File: config.mk
export PLATFORM = sky130hd
export DESIGN_NAME = in_fm_rd_ctrl
export DESIGN_NICKNAME = d
export VERILOG_FILES = /design/src/rtl/in_fm_rd_ctrl_pkg.sv /design/src/rtl/in_fm_rd_ctrl_cnt.sv /design/src/rtl/in_fm_rd_ctrl.sv
export SDC_FILE = /design/constraint.sdc
export NUM_CORES = 1
export LEC_CHECK = 0
export ABC_AREA = 1
export CAP_MARGIN = 20
export CORE_MARGIN = 2
export CORE_UTILIZATION = 48
export CTS_CLUSTER_SIZE = 40
export DETAILED_ROUTE_END_ITERATION = 8
export PLACE_DENSITY = 0.78
export SLEW_MARGIN = 15
export SYNTH_ARGS = -nofsm -noshare
export SYNTH_HDL_FRONTEND = slang
export SYNTH_SLANG_ARGS = --single-unit
File: constraint.sdc
create_clock -name clk -period 1.7 [get_ports clk]
set_input_delay 0.255 -clock clk [delete_from_list [all_inputs] [get_ports clk]]
set_output_delay 0.255 -clock clk [all_outputs]
set_load 0.03 [all_outputs]
File: src/rtl/in_fm_rd_ctrl_pkg.sv
// Shared definitions for the feature-map / weight buffer read controllers:
// sequencer state encoding, address-walk deltas and per-tile issue count.
package in_fm_rd_ctrl_pkg;

  typedef enum logic [1:0] {
    ST_IDLE  = 2'd0,
    ST_RUN   = 2'd1,
    ST_DRAIN = 2'd2,
    ST_DONE  = 2'd3
  } rd_state_e;

  // Counter width able to hold 0..max_val (at least one bit).
  function automatic int cnt_w(input int max_val);
    return (max_val < 1) ? 1 : $clog2(max_val + 1);
  endfunction

  // Address step when only the column loop advances.
  function automatic int delta_c();
    return 1;
  endfunction

  // Column loop wraps, row loop advances: jump to the next row start.
  function automatic int delta_r(input int tc, input int k);
    return tc - (tc - k);
  endfunction

  // Row and column loops wrap, kernel column advances.
  function automatic int delta_j(input int tr, input int tc, input int k);
    return 1 - (tr - k) * tc - (tc - k);
  endfunction

  // Kernel column wraps too, kernel row advances.
  function automatic int delta_i(input int tr, input int tc, input int k);
    return 1 - (tr - k) * tc;
  endfunction

  // Kernel row wraps too, next channel slice: last word of a slice to
  // the first word of the next one.
  function automatic int delta_p(input int tr, input int tc);
    return tr * tc - ((tr - 1) * tc + (tc - 1));
  endfunction

  // Number of read issues for one tile.
  function automatic int issue_count(input int tm, input int x, input int tr,
                                     input int tc, input int k);
    return (tm / x) * k * k * (tr - k + 1) * (tc - k + 1);
  endfunction

endpackage

File: src/rtl/in_fm_rd_ctrl_cnt.sv
// Generic wrapping loop counter: counts 0..MAX on ena, synchronous clear.
module in_fm_rd_ctrl_cnt #(
  parameter int MAX = 1,
  parameter int W   = 1
) (
  input  logic         clk,
  input  logic         rst,
  input  logic         clr,
  input  logic         ena,
  output logic [W-1:0] cnt
);

  // Count register; wraps to zero after reaching MAX.
  always_ff @(posedge clk or posedge rst) begin
    if (rst) begin
      cnt <= '0;
    end else if (clr) begin
      cnt <= '0;
    end else if (ena) begin
      if (cnt == W'(MAX)) cnt <= '0;
      else                cnt <= cnt + W'(1);
    end
  end

endmodule

File: src/rtl/in_fm_rd_ctrl.sv
// Input feature-map buffer read sequencer: walks the p/i/j/r/c convolution
// loop nest with chained counters, keeps a running address updated by
// precomputed deltas and emits valid/tags one cycle after each issue.
module in_fm_rd_ctrl
  import in_fm_rd_ctrl_pkg::*;
#(
  parameter int AW = 16,
  parameter int Tm = 16,
  parameter int Tr = 64,
  parameter int Tc = 16,
  parameter int K  = 3,
  parameter int X  = 4
) (
  input  logic                 clk,
  input  logic                 rst,
  input  logic                 rd_start,
  input  logic                 rd_ready,
  output logic [AW-1:0]        rd_addr0,
  output logic [AW-1:0]        rd_addr1,
  output logic [AW-1:0]        rd_addr2,
  output logic [AW-1:0]        rd_addr3,
  output logic                 rd_data_vld,
  output logic [$clog2(K)-1:0] kr,
  output logic [$clog2(K)-1:0] kc,
  output logic                 acc_first,
  output logic                 acc_last,
  output logic                 rd_busy,
  output logic                 rd_done
);

  localparam int KW    = $clog2(K);
  localparam int MAX_C = Tc - K;
  localparam int MAX_R = Tr - K;
  localparam int MAX_J = K - 1;
  localparam int MAX_I = K - 1;
  localparam int MAX_P = Tm / X - 1;
  localparam int WC    = cnt_w(MAX_C);
  localparam int WR    = cnt_w(MAX_R);
  localparam int WP    = cnt_w(MAX_P);

  // Per-loop address steps, two's complement so negative steps wrap mod 2^AW.
  localparam logic [AW-1:0] D_C = AW'(delta_c());
  localparam logic [AW-1:0] D_R = AW'(delta_r(Tc, K));
  localparam logic [AW-1:0] D_J = AW'(delta_j(Tr, Tc, K));
  localparam logic [AW-1:0] D_I = AW'(delta_i(Tr, Tc, K));
  localparam logic [AW-1:0] D_P = AW'(delta_p(Tr, Tc));

  rd_state_e state, state_nxt;

  logic          issue;
  logic          clr;
  logic [WC-1:0] cnt_c;
  logic [WR-1:0] cnt_r;
  logic [KW-1:0] cnt_j;
  logic [KW-1:0] cnt_i;
  logic [WP-1:0] cnt_p;
  logic          at_c, at_r, at_j, at_i, at_p;
  logic          ena_r, ena_j, ena_i, ena_p;
  logic          last_tuple;
  logic [AW-1:0] addr;

  assign clr = (state == ST_IDLE);

  assign at_c = (cnt_c == WC'(MAX_C));
  assign at_r = (cnt_r == WR'(MAX_R));
  assign at_j = (cnt_j == KW'(MAX_J));
  assign at_i = (cnt_i == KW'(MAX_I));
  assign at_p = (cnt_p == WP'(MAX_P));

  // Carry chain: an outer loop advances only when every inner loop wraps.
  assign ena_r      = issue & at_c;
  assign ena_j      = ena_r & at_r;
  assign ena_i      = ena_j & at_j;
  assign ena_p      = ena_i & at_i;
  assign last_tuple = at_c & at_r & at_j & at_i & at_p;

  in_fm_rd_ctrl_cnt #(.MAX(MAX_C), .W(WC)) u_cnt_c (
    .clk(clk), .rst(rst), .clr(clr), .ena(issue), .cnt(cnt_c));
  in_fm_rd_ctrl_cnt #(.MAX(MAX_R), .W(WR)) u_cnt_r (
    .clk(clk), .rst(rst), .clr(clr), .ena(ena_r), .cnt(cnt_r));
  in_fm_rd_ctrl_cnt #(.MAX(MAX_J), .W(KW)) u_cnt_j (
    .clk(clk), .rst(rst), .clr(clr), .ena(ena_j), .cnt(cnt_j));
  in_fm_rd_ctrl_cnt #(.MAX(MAX_I), .W(KW)) u_cnt_i (
    .clk(clk), .rst(rst), .clr(clr), .ena(ena_i), .cnt(cnt_i));
  in_fm_rd_ctrl_cnt #(.MAX(MAX_P), .W(WP)) u_cnt_p (
    .clk(clk), .rst(rst), .clr(clr), .ena(ena_p), .cnt(cnt_p));

  // Sequencer state register.
  always_ff @(posedge clk or posedge rst) begin
    if (rst) state <= ST_IDLE;
    else     state <= state_nxt;
  end

  // Next-state and issue decode.
  always_comb begin
    state_nxt = state;
    issue     = 1'b0;
    case (state)
      ST_IDLE:  if (rd_start) state_nxt = ST_RUN;
      ST_RUN: begin
        issue = rd_ready;
        if (rd_ready && last_tuple) state_nxt = ST_DRAIN;
      end
      ST_DRAIN: state_nxt = ST_DONE;
      ST_DONE:  state_nxt = ST_IDLE;
      default:  state_nxt = ST_IDLE;
    endcase
  end

  // Running address: the outermost advancing loop picks the step.
  always_ff @(posedge clk or posedge rst) begin
    if (rst) begin
      addr <= '0;
    end else if (clr) begin
      addr <= '0;
    end else if (issue) begin
      if (ena_p && at_p) addr <= '0;
      else if (ena_p)    addr <= addr + D_P;
      else if (ena_i)    addr <= addr + D_I;
      else if (ena_j)    addr <= addr + D_J;
      else if (ena_r)    addr <= addr + D_R;
      else               addr <= addr + D_C;
    end
  end

  // Valid strobe and tags delayed one cycle to line up with bank read data.
  always_ff @(posedge clk or posedge rst) begin
    if (rst) begin
      rd_data_vld <= 1'b0;
      kr          <= '0;
      kc          <= '0;
      acc_first   <= 1'b0;
      acc_last    <= 1'b0;
    end else begin
      rd_data_vld <= issue;
      kr          <= issue ? cnt_i : '0;
      kc          <= issue ? cnt_j : '0;
      acc_first   <= issue && (cnt_p == '0) && (cnt_i == '0) && (cnt_j == '0);
      acc_last    <= issue && at_p && at_i && at_j;
    end
  end

  assign rd_addr0 = addr;
  assign rd_addr1 = addr;
  assign rd_addr2 = addr;
  assign rd_addr3 = addr;
  assign rd_busy  = (state != ST_IDLE);
  assign rd_done  = (state == ST_DONE);

endmodule
==> summary.txt, run 1 <==
Flow run
  • Max cap viols: 0

STA
  • Unrepaired setup endpoints after global routing: true
  • Fin crit share: 120%
  • Worst Skew: 0.0160 ns
  • Worst-Margin Slew: 0.449 ns
  • Final setup fails: 25
  • Post-layout min period: 2.04 ns
  • Fin worst setup slack: -0.340 ns
  • Endpoints failing hold: 0
  • Worst hold slack: 0.281 ns
  • Slew headroom: 70.0%
  • Fmax: 0.490 GHz
  • Pins over their slew limit: 0

Floorplanning
  • I/O pins: 77
  • Die Y: 94.4 µm
  • DIE WIDTH: 94.4 µm
  • Initial Utilization: 50.2%
  • Die ar.: 0.00891 mm²
  • Core area: 0.00781 mm²
  • Rows: 32

Setup path
  • Max stage delay cell, worst path: dfrtp_1
  • Crit-path max FO: 5
  • WS Path Type: reg2reg
  • Peak per-stage delay on the critical path: about 0.4 ns
  • Reg2Reg Setup Slack: -0.34 ns
  • Worst setup SP type: flop
  • Worst setup EP type: flop
  • WP data arrival: 2.25 ns
  • Most used cell along the critical path: nand2_1
  • Crit path required time: roughly 1.9 ns
  • Worst path cell trace: inv_2 -> ha_4 -> inv_4 -> nor3_4 -> nand2_4 -> nor2_8 -> inv_8 -> nor2_4 -> nand2_1 -> nor2_2 -> nor2_2 -> nand2_1 -> nand2_1

Route
  • Post-route DRC: 0
  • Wirelength, routed: 15.0 mm
  • Drt pass-1 iters: 7
  • Antenna viol nets, final: 0
  • DR vias: 4,757
  • Initial detailed-routing violation count: 504
  • Drt via density: about 5.8
  • WL/cell: around 18 µm

Power and ir drop
  • Leak pwr: 3.28 nW
  • Pwr per Cell Area: between 600 and 700 mW/mm²
  • Peak VDD IR: slightly below 0.9 mV
  • Sequential Power Share: 28.6%
  • Logic gate share of total power: 52.7%
  • Sw frac: between 40 and 50%
  • Internal power: 0.00224 W
  • P_sw: 0.00182 W
  • Clock Power Share: between 10% and 20%

GRT
  • Vias in the first global route: between 4,000 and 5,000
  • First-pass GRT wire length: roughly 21 mm
  • Largest net degree at the start of global routing: 42
  • Total gr overflow: 0
  • Initial antenna violation count: 0
  • Gr usage total: a little under a third

Synth
  • Largest family of logic cells by synthesized area: simple AND/OR/NAND/NOR gates
  • Post-synthesis compound-gate area fraction: 11.6%
  • Sequential share of the synthesized area: 26.2%
  • Synth Area in Simple Gates: 34.3%
  • Post-Syn Instances: 588
  • Syn nets: ~610
  • Adder-Cell Fraction of Synth Area: under 10%
  • Yosys reg bits: 41
  • Synthesized area: 0.00392 mm²
  • Synth unique cells: 37
  • Syn. warnings: 0
  • Syn avg cell area: ~6.7 µm²
  • Mux share of post-synthesis cell area: 0%
  • Xor/xnor share of the synthesized area: between 4 and 5%

Place
  • Inst Count DP: 793
  • GP Congestion: approximately 1
  • PortBufs: 76
  • Dpl hpwl: around 9.5 mm
  • Placed cell areas: 0.00510 mm²

CTS
  • Clock Tree Buf Depth: 2
  • Hold Buf Count CTS: 0
  • Clock Latency Late Sink: 0.32 ns
  • Clock Sinks: 41
  • H-tree level count: 2
  • Reg clk slew, reported paths: 0.11 ns
  • CTS Buf Count: 5
  • Clock root buffer: clkbuf_8
  • CTS tree: done

Final layout
  • Post-route cell area: 0.00580 mm²
  • Final Util: roughly three quarters
  • Area Overhead vs Synth: 48.0%
  • Final net count: 742
  • N_diodes: 0
  • Fin cells: approximately 830
  • Share of layout cells above drive strength 1: 33.7%

Outcome
  • Failing checks: setup timing
  • Status: finished with violations

Worst hold path
  • Worst Hold Class: in2async
## repair_timing
| action | 4_1_cts | 5_1_grt |
|---|---|---|
| gates resized for setup | 120 | 71 |
| cloned | 3 | 0 |
| buffers inserted | 10 | 14 |
| pin swaps | 19 | 25 |
| setup endpoints to repair | 86 | 40 |
## through the flow
| step | power (W) | TNS (ns) | setup WS, ns |
|---|---|---|---|
| floorplan | 0.00220 | -0.0272 | -0.0272 |
| global placement | 0.00283 | -5.16 | -0.300 |
| detailed placement | 0.00289 | -6.93 | -0.340 |
| CTS | 0.00374 | -1.35 | -0.178 |
| global route | 0.00421 | -6.18 | -0.387 |
| finish | 0.00406 | -4.74 | -0.340 |
## layout make-up
class                   instances  area (µm²)
clock buffers                   5        68.8
clock inverters                 3        28.8
fillers                       596        2000
inverters                      72         300
multi-input cells             410        2500
flip-flops and latches         41        1040
well taps                     102         128
repair buffers                191        1700
repair inverters                3        32.5
## worst max-delay path: cells and delay by family (launching register included)
family                     cells  cell delay, ns
DFF                            1            0.41
buffers and inverters          3            0.19
adders and majority gates      1            0.14
and+or+nand+nor                9            1.18
## Yosys cell counts, drive strengths merged
cell type | number | area [µm²]
nand2 | 151 | 582
inv | 71 | 269
nor2 | 64 | 305
buf | 61 | 474
nand3 | 58 | 295
dfrtp | 41 | 1030
a21oi | 33 | 169
o21ai | 33 | 180
xor2 | 17 | 149
ha | 14 | 175
nand4 | 12 | 75.1
nor3 | 10 | 72.6
o22ai | 9 | 56.3
clkbuf | 4 | 17.5
a31oi | 2 | 12.5
nor3b | 2 | 15.0
a211oi | 1 | 12.5
clkinv | 1 | 3.75
o211ai | 1 | 7.51
o21a | 1 | 7.51
o32ai | 1 | 8.76
xnor2 | 1 | 8.76
## state kept, by name, indices dropped and copies added, names as in the netlist
| signal | cells |
|---|---|
| rd_data_vld | 1 |
| kr | 2 |
| state | 2 |
| u_cnt_c.cnt | 4 |
| acc_first | 1 |
| kc | 2 |
| rd_addr0 | 16 |
| u_cnt_i.cnt | 2 |
| acc_last | 1 |
| u_cnt_r.cnt | 6 |
| u_cnt_j.cnt | 2 |
| u_cnt_p.cnt | 2 |
## power by group through the flow
stage	clock network [W]	logic, W	registers, W
5_1_grt	0.000792	0.00225	0.00117
4_1_cts	0.000763	0.00182	0.00115
3_3_place_gp	0	0.00166	0.00117
3_5_place_dp	0	0.00171	0.00117
2_1_floorplan	0	0.000956	0.00124
6_report	0.000759	0.00214	0.00116
## cells in the final DEF (no fill, tap or decap), types with 9 or more instances in the layout
cell | Yosys | layout
dfrtp_1 | 41 | 29
buf_6 | 5 | 14
a21oi_1 | 32 | 25
nand3_2 | 1 | 11
nor2_4 | 2 | 10
o21ai_0 | 25 | 16
nand2_2 | 6 | 13
nand4_1 | 12 | 12
inv_2 | 6 | 13
buf_4 | 51 | 96
o21ai_1 | 4 | 9
nand3_1 | 57 | 44
nand2_1 | 145 | 131
clkdlybuf4s50_1 | 0 | 10
xor2_1 | 17 | 17
dfrtp_2 | 0 | 12
dlygate4sd2_1 | 0 | 52
dlymetal6s2s_1 | 0 | 12
nor2_1 | 53 | 44
inv_1 | 64 | 52
## final timing paths
path	endpoint	from	depth (start not counted)
min in group clk	rd_addr0[10]	rd_addr0[10]	2
worst max-delay path	rd_addr0[13]	u_cnt_r.cnt[1]	13
worst min-delay path	rd_addr0[3]	rst	3
worst min register to register	rd_addr0[10]	rd_addr0[10]	2
worst max register to register	rd_addr0[13]	u_cnt_r.cnt[1]	13
max in group asynchronous	rd_addr0[10]	rst	3
## cells by family (layout without fill, tap and decap cells)
logic type,after synthesis,in the layout
flops,41,41
xor+xnor,18,18
fa+ha+maj,14,14
simple gates,297,297
buf+inv,137,274
compound gates,81,81
## metal layers
layer / vias up / track usage [%] / share of wire, %
li1: 2119 / - / -
met1: 2152 / 37.7 / 36
met2: 373 / 52.8 / 47
met3: 113 / 4.15 / 11
met4: 0 / 14.5 / 6.4
met5: - / 0 / 0
(Power assumes the default switching activity.)
==> run 2: changes to the inputs <==
--- a/config.mk
+++ b/config.mk
@@ -8,11 +8,12 @@
 export ABC_AREA = 1
 export CAP_MARGIN = 20
 export CORE_MARGIN = 2
-export CORE_UTILIZATION = 48
+export CORE_UTILIZATION = 49
 export CTS_CLUSTER_SIZE = 40
 export DETAILED_ROUTE_END_ITERATION = 8
-export PLACE_DENSITY = 0.78
+export PLACE_DENSITY = 0.79
 export SLEW_MARGIN = 15
 export SYNTH_ARGS = -nofsm -noshare
 export SYNTH_HDL_FRONTEND = slang
+export SYNTH_HIERARCHICAL = 1
 export SYNTH_SLANG_ARGS = --single-unit
==> run 2 against run 1 <==
The run still ends with setup timing left. Non-clock buffer count shrank 14. Clock-buffer cell count grew 1. Combinational power is 11% lower. Sequential share of layout area rose by 0.76 points. Via count down 1.3%. Hold slack improved by 0.012 ns. Routed wire length fell by 12%. Total power decreased by 7.1%. Sequential cell count did not move. Maximum frequency rose by 17%. First-iteration DRC count fell by 23%. Register-to-register slack gained 0.30 ns. Critical path type unchanged. Largest power group unchanged.
==> summary.txt, run 2 <==
Route
  • Drt via density: 5.37 (was 5.75)
  • Drt pass-1 iters: 5 (was 7)
  • WL/cell: 15.0 µm (was 18.1 µm)
  • Initial detailed-routing violation count: 387 (was 504)
  • Wirelength, routed: 13.2 mm (was 15.0 mm)
  • Post-route DRC: 0 (unchanged)
  • DR vias: 4,696 (was 4,757)
  • Antenna viol nets, final: 0 (unchanged)

Place
  • PortBufs: 76 (unchanged)
  • Dpl hpwl: 9.58 mm (was 9.50 mm)
  • GP Congestion: 0.997 (was 1.00)
  • Placed cell areas: 0.00519 mm² (was 0.00510 mm²)

Synth
  • Area share of the largest cell type after synthesis: 24.8% (was 26.2%)
  • Sequential share of the synthesized area: 24.8% (was 26.2%)
  • Top cell type by total area after synthesis: dfrtp_1 (unchanged)
  • Yosys reg bits: 41 (unchanged)
  • Xor/xnor share of the synthesized area: 4.24% (was 4.02%)
  • Adder-Cell Fraction of Synth Area: 3.93% (was 4.47%)
  • Ys flop type: dfrtp_1 (unchanged)
  • Cell with the most instances after synthesis: nand2_1 (unchanged)
  • Post-Syn Instances: 651 (was 588)
  • Post-synthesis compound-gate area fraction: 6.81% (was 11.6%)
  • Most frequent cells after synthesis: nand2_1, nand3_1, inv_1, buf_4, nor2_1 (was nand2_1, inv_1, nand3_1, nor2_1, buf_4)
  • Largest family of logic cells by synthesized area: simple AND/OR/NAND/NOR gates (unchanged)
  • Syn. warnings: 6 (was 0)
  • Syn nets: 668 (was 606)
  • Synth top area cells: dfrtp_1, nand2_1, nand3_1, buf_4, inv_1 (was dfrtp_1, nand2_1, buf_4, nand3_1, inv_1)
  • Number of enable-type register cells in the synthesized netlist: 0 (unchanged)
  • Mux share of post-synthesis cell area: 0.242% (was 0%)
  • Syn avg cell area: 6.35 µm² (was 6.67 µm²)
  • Synth Area in Simple Gates: 41.0% (was 34.3%)
  • Synth unique cells: 30 (was 37)
  • Asr flop ratio synth: 100% (unchanged)
  • Synthesized area: 0.00413 mm² (was 0.00392 mm²)

Final layout
  • Share of layout cells above drive strength 1: 27.8% (was 33.7%)
  • Commonest non-fill, non-tap cells in the layout: nand2_1, buf_4, nand3_1, dlygate4sd2_1, inv_1 (was nand2_1, buf_4, inv_1, dlygate4sd2_1)
  • Most common cell after layout, fill and taps aside: nand2_1 (unchanged)
  • Multi-input gate area: 0.00251 mm² (was 0.00250 mm²)
  • Final Util: 67.8% (was 74.3%)
  • Reg area: 0.00104 mm² (unchanged)
  • Post-route cell area: 0.00557 mm² (was 0.00580 mm²)
  • Max FFs per register: 16 (unchanged)
  • Area Overhead vs Synth: 34.7% (was 48.0%)
  • Final net count: 786 (was 742)
  • N_diodes: 0 (unchanged)
  • Fillers: 722 (was 596)

GRT
  • Total gr overflow: 0 (unchanged)
  • Initial antenna violation count: 0 (unchanged)
  • Vias in the first global route: 4,195 (was 4,350)
  • First-pass GRT wire length: 19.8 mm (was 21.0 mm)
  • Largest net degree at the start of global routing: 23 (was 42)
  • Gr usage total: 27.6% (was 30.6%)

Flow run
  • Max cap viols: 0 (unchanged)

Power and ir drop
  • Pwr per Cell Area: 677 mW/mm² (was 700 mW/mm²)
  • Leak pwr: 3.10 nW (was 3.28 nW)
  • Peak VDD IR: 1.02 mV (was 0.882 mV)

STA
  • Fin crit share: 102% (was 120%)
  • Post-layout min period: 1.74 ns (was 2.04 ns)
  • Endpoints failing hold: 0 (unchanged)
  • Worst-Margin Slew: 0.346 ns (was 0.449 ns)
  • Pins over their slew limit: 0 (unchanged)
  • Fin worst setup slack: -0.0393 ns (was -0.340 ns)
  • Final setup fails: 4 (was 25)
  • Worst hold slack: 0.293 ns (was 0.281 ns)
  • Fmax: 0.575 GHz (was 0.490 GHz)
  • Unrepaired setup endpoints after global routing: true (unchanged)
  • Worst Skew: 0.00829 ns (was 0.0160 ns)
  • Slew headroom: 77.1% (was 70.0%)

Setup path
  • Max stage delay cell, worst path: dfrtp_1 (unchanged)
  • Peak per-stage delay on the critical path: 0.39 ns (was 0.41 ns)
  • Crit-path max FO: 10 (was 5)
  • Crit path launch: state[1] (was u_cnt_r.cnt[1])
  • Crit path required time: 1.95 ns (was 1.91 ns)
  • Worst setup EP type: flop (unchanged)
  • FF-to-FF Start: state[1] (was u_cnt_r.cnt[1])
  • Most used cell along the critical path: nand2_1 (unchanged)
  • Worst setup SP type: flop (unchanged)
  • WP data arrival: 1.99 ns (was 2.25 ns)
  • Worst path cell trace: inv_2 -> ha_4 -> nand2_4 -> nor2_4 -> nand2_4 -> nor2_4 -> buf_6 -> nand3_1 -> nand2_1 -> inv_2 -> nand2_1 -> nand2_1 -> nand2_1 (was inv_2 -> ha_4 -> inv_4 -> nor3_4 -> nand2_4 -> nor2_8 -> inv_8 -> nor2_4 -> nand2_1 -> nor2_2 -> nor2_2 -> nand2_1 -> nand2_1)
  • Delay-heaviest family, CP: simple AND/OR/NAND/NOR gates (unchanged)
  • Buf/Inv on CP: 3 (unchanged)
  • Reg2Reg Setup Slack: -0.04 ns (was -0.34 ns)
  • Worst r2r path cells: 13 (unchanged)
  • RR Endpoint: rd_addr0[13] (unchanged)
  • WS Path Type: reg2reg (unchanged)

Outcome
  • Failing checks: setup timing (unchanged)
  • Status: finished with violations (unchanged)

Floorplanning
  • DIE WIDTH: 95.9 µm (was 94.4 µm)
  • Die ar.: 0.00919 mm² (was 0.00891 mm²)
  • Die Y: 95.9 µm (was 94.4 µm)
  • I/O pins: 77 (unchanged)
  • Initial Utilization: 50.3% (was 50.2%)
  • Rows: 33 (was 32)
  • Core area: 0.00822 mm² (was 0.00781 mm²)

Worst hold path
  • Worst Hold Class: in2async (unchanged)

CTS
  • Clock Tree Buf Depth: 2 (unchanged)
  • CTS Buf Count: 5 (unchanged)
  • Clock Latency Late Sink: 0.31 ns (was 0.32 ns)
  • Clock Sinks: 41 (unchanged)
  • CTS tree: done (unchanged)
  • Reg clk slew, reported paths: 0.09 ns (was 0.11 ns)
  • H-tree level count: 2 (unchanged)
  • Clock root buffer: clkbuf_8 (unchanged)
run 2: area by class of cell:
class | instances | area share (%)
clock buffers | 6 | 1.30
clock inverters | 2 | 0.270
repair buffers | 177 | 26.5
flip-flops and latches | 41 | 18.7
multi-input cells | 462 | 45.2
inverters | 82 | 5.68
well taps | 105 | 2.36
run 2: routing by layer:
metal	track usage [%]	wire (µm)
met4	7.50	456
met5	0	0
met3	3.21	868
met2	50.3	6700
met1	34.3	5140
run 2: worst max-delay path by stage:
stage                    to  cells after the start
3_5_place_dp   rd_addr0[11]                     11
6_report       rd_addr0[13]                     13
4_1_cts        rd_addr0[11]                     12
3_3_place_gp   rd_addr0[15]                     11
2_1_floorplan  rd_addr0[10]                     11
5_1_grt         rd_addr0[2]                     13
run 2: what timing repair did:
action,CTS,global route
setup buffers,2,18
setup endpoints to repair,77,23
hold buffers,0,0
gates resized for setup,77,63
pin swaps,0,10
run 2: per-stage QoR:
step | instances | power [W] | TNS [ns] | worst slack [ns]
final | 875 | 0.00377 | -0.110 | -0.0393
after global routing | 875 | 0.00398 | -1.17 | -0.125
after CTS | 857 | 0.00358 | 0 | 0.000443
after detailed placement | 847 | 0.00296 | -2.70 | -0.197
after global placement | 847 | 0.00289 | -1.69 | -0.161
after floorplan | 651 | 0.00228 | -0.0157 | -0.0133
run 2: kinds of logic (layout without fill, tap and decap cells):
| family | count (synthesis) | in the layout |
|---|---|---|
| muxes | 1 | 1 |
| buffers and inverters | 148 | 267 |
| xor gates and xnor gates | 20 | 20 |
| DFF | 41 | 41 |
| adders and majority gates | 13 | 13 |
| and+or+nand+nor | 375 | 375 |
| AOI/OAI and AO/OA | 53 | 53 |
run 2: report_power, final:
group	leakage, nW	switching [W]	internal (W)
clock	0.0374	0.000399	0.000290
combinational	2.52	0.00117	0.000742
sequential	0.546	0.0000897	0.00108
run 2: worst reg2reg max path: stages, from the launching register on:
cell	delay [ns]
dfrtp_1	0.39
inv_2	0.08
ha_4	0.14
nand2_4	0.06
nor2_4	0.15
nand2_4	0.11
nor2_4	0.19
buf_6	0.18
nand3_1	0.10
nand2_1	0.09
inv_2	0.03
nand2_1	0.06
nand2_1	0.05
nand2_1	0.06
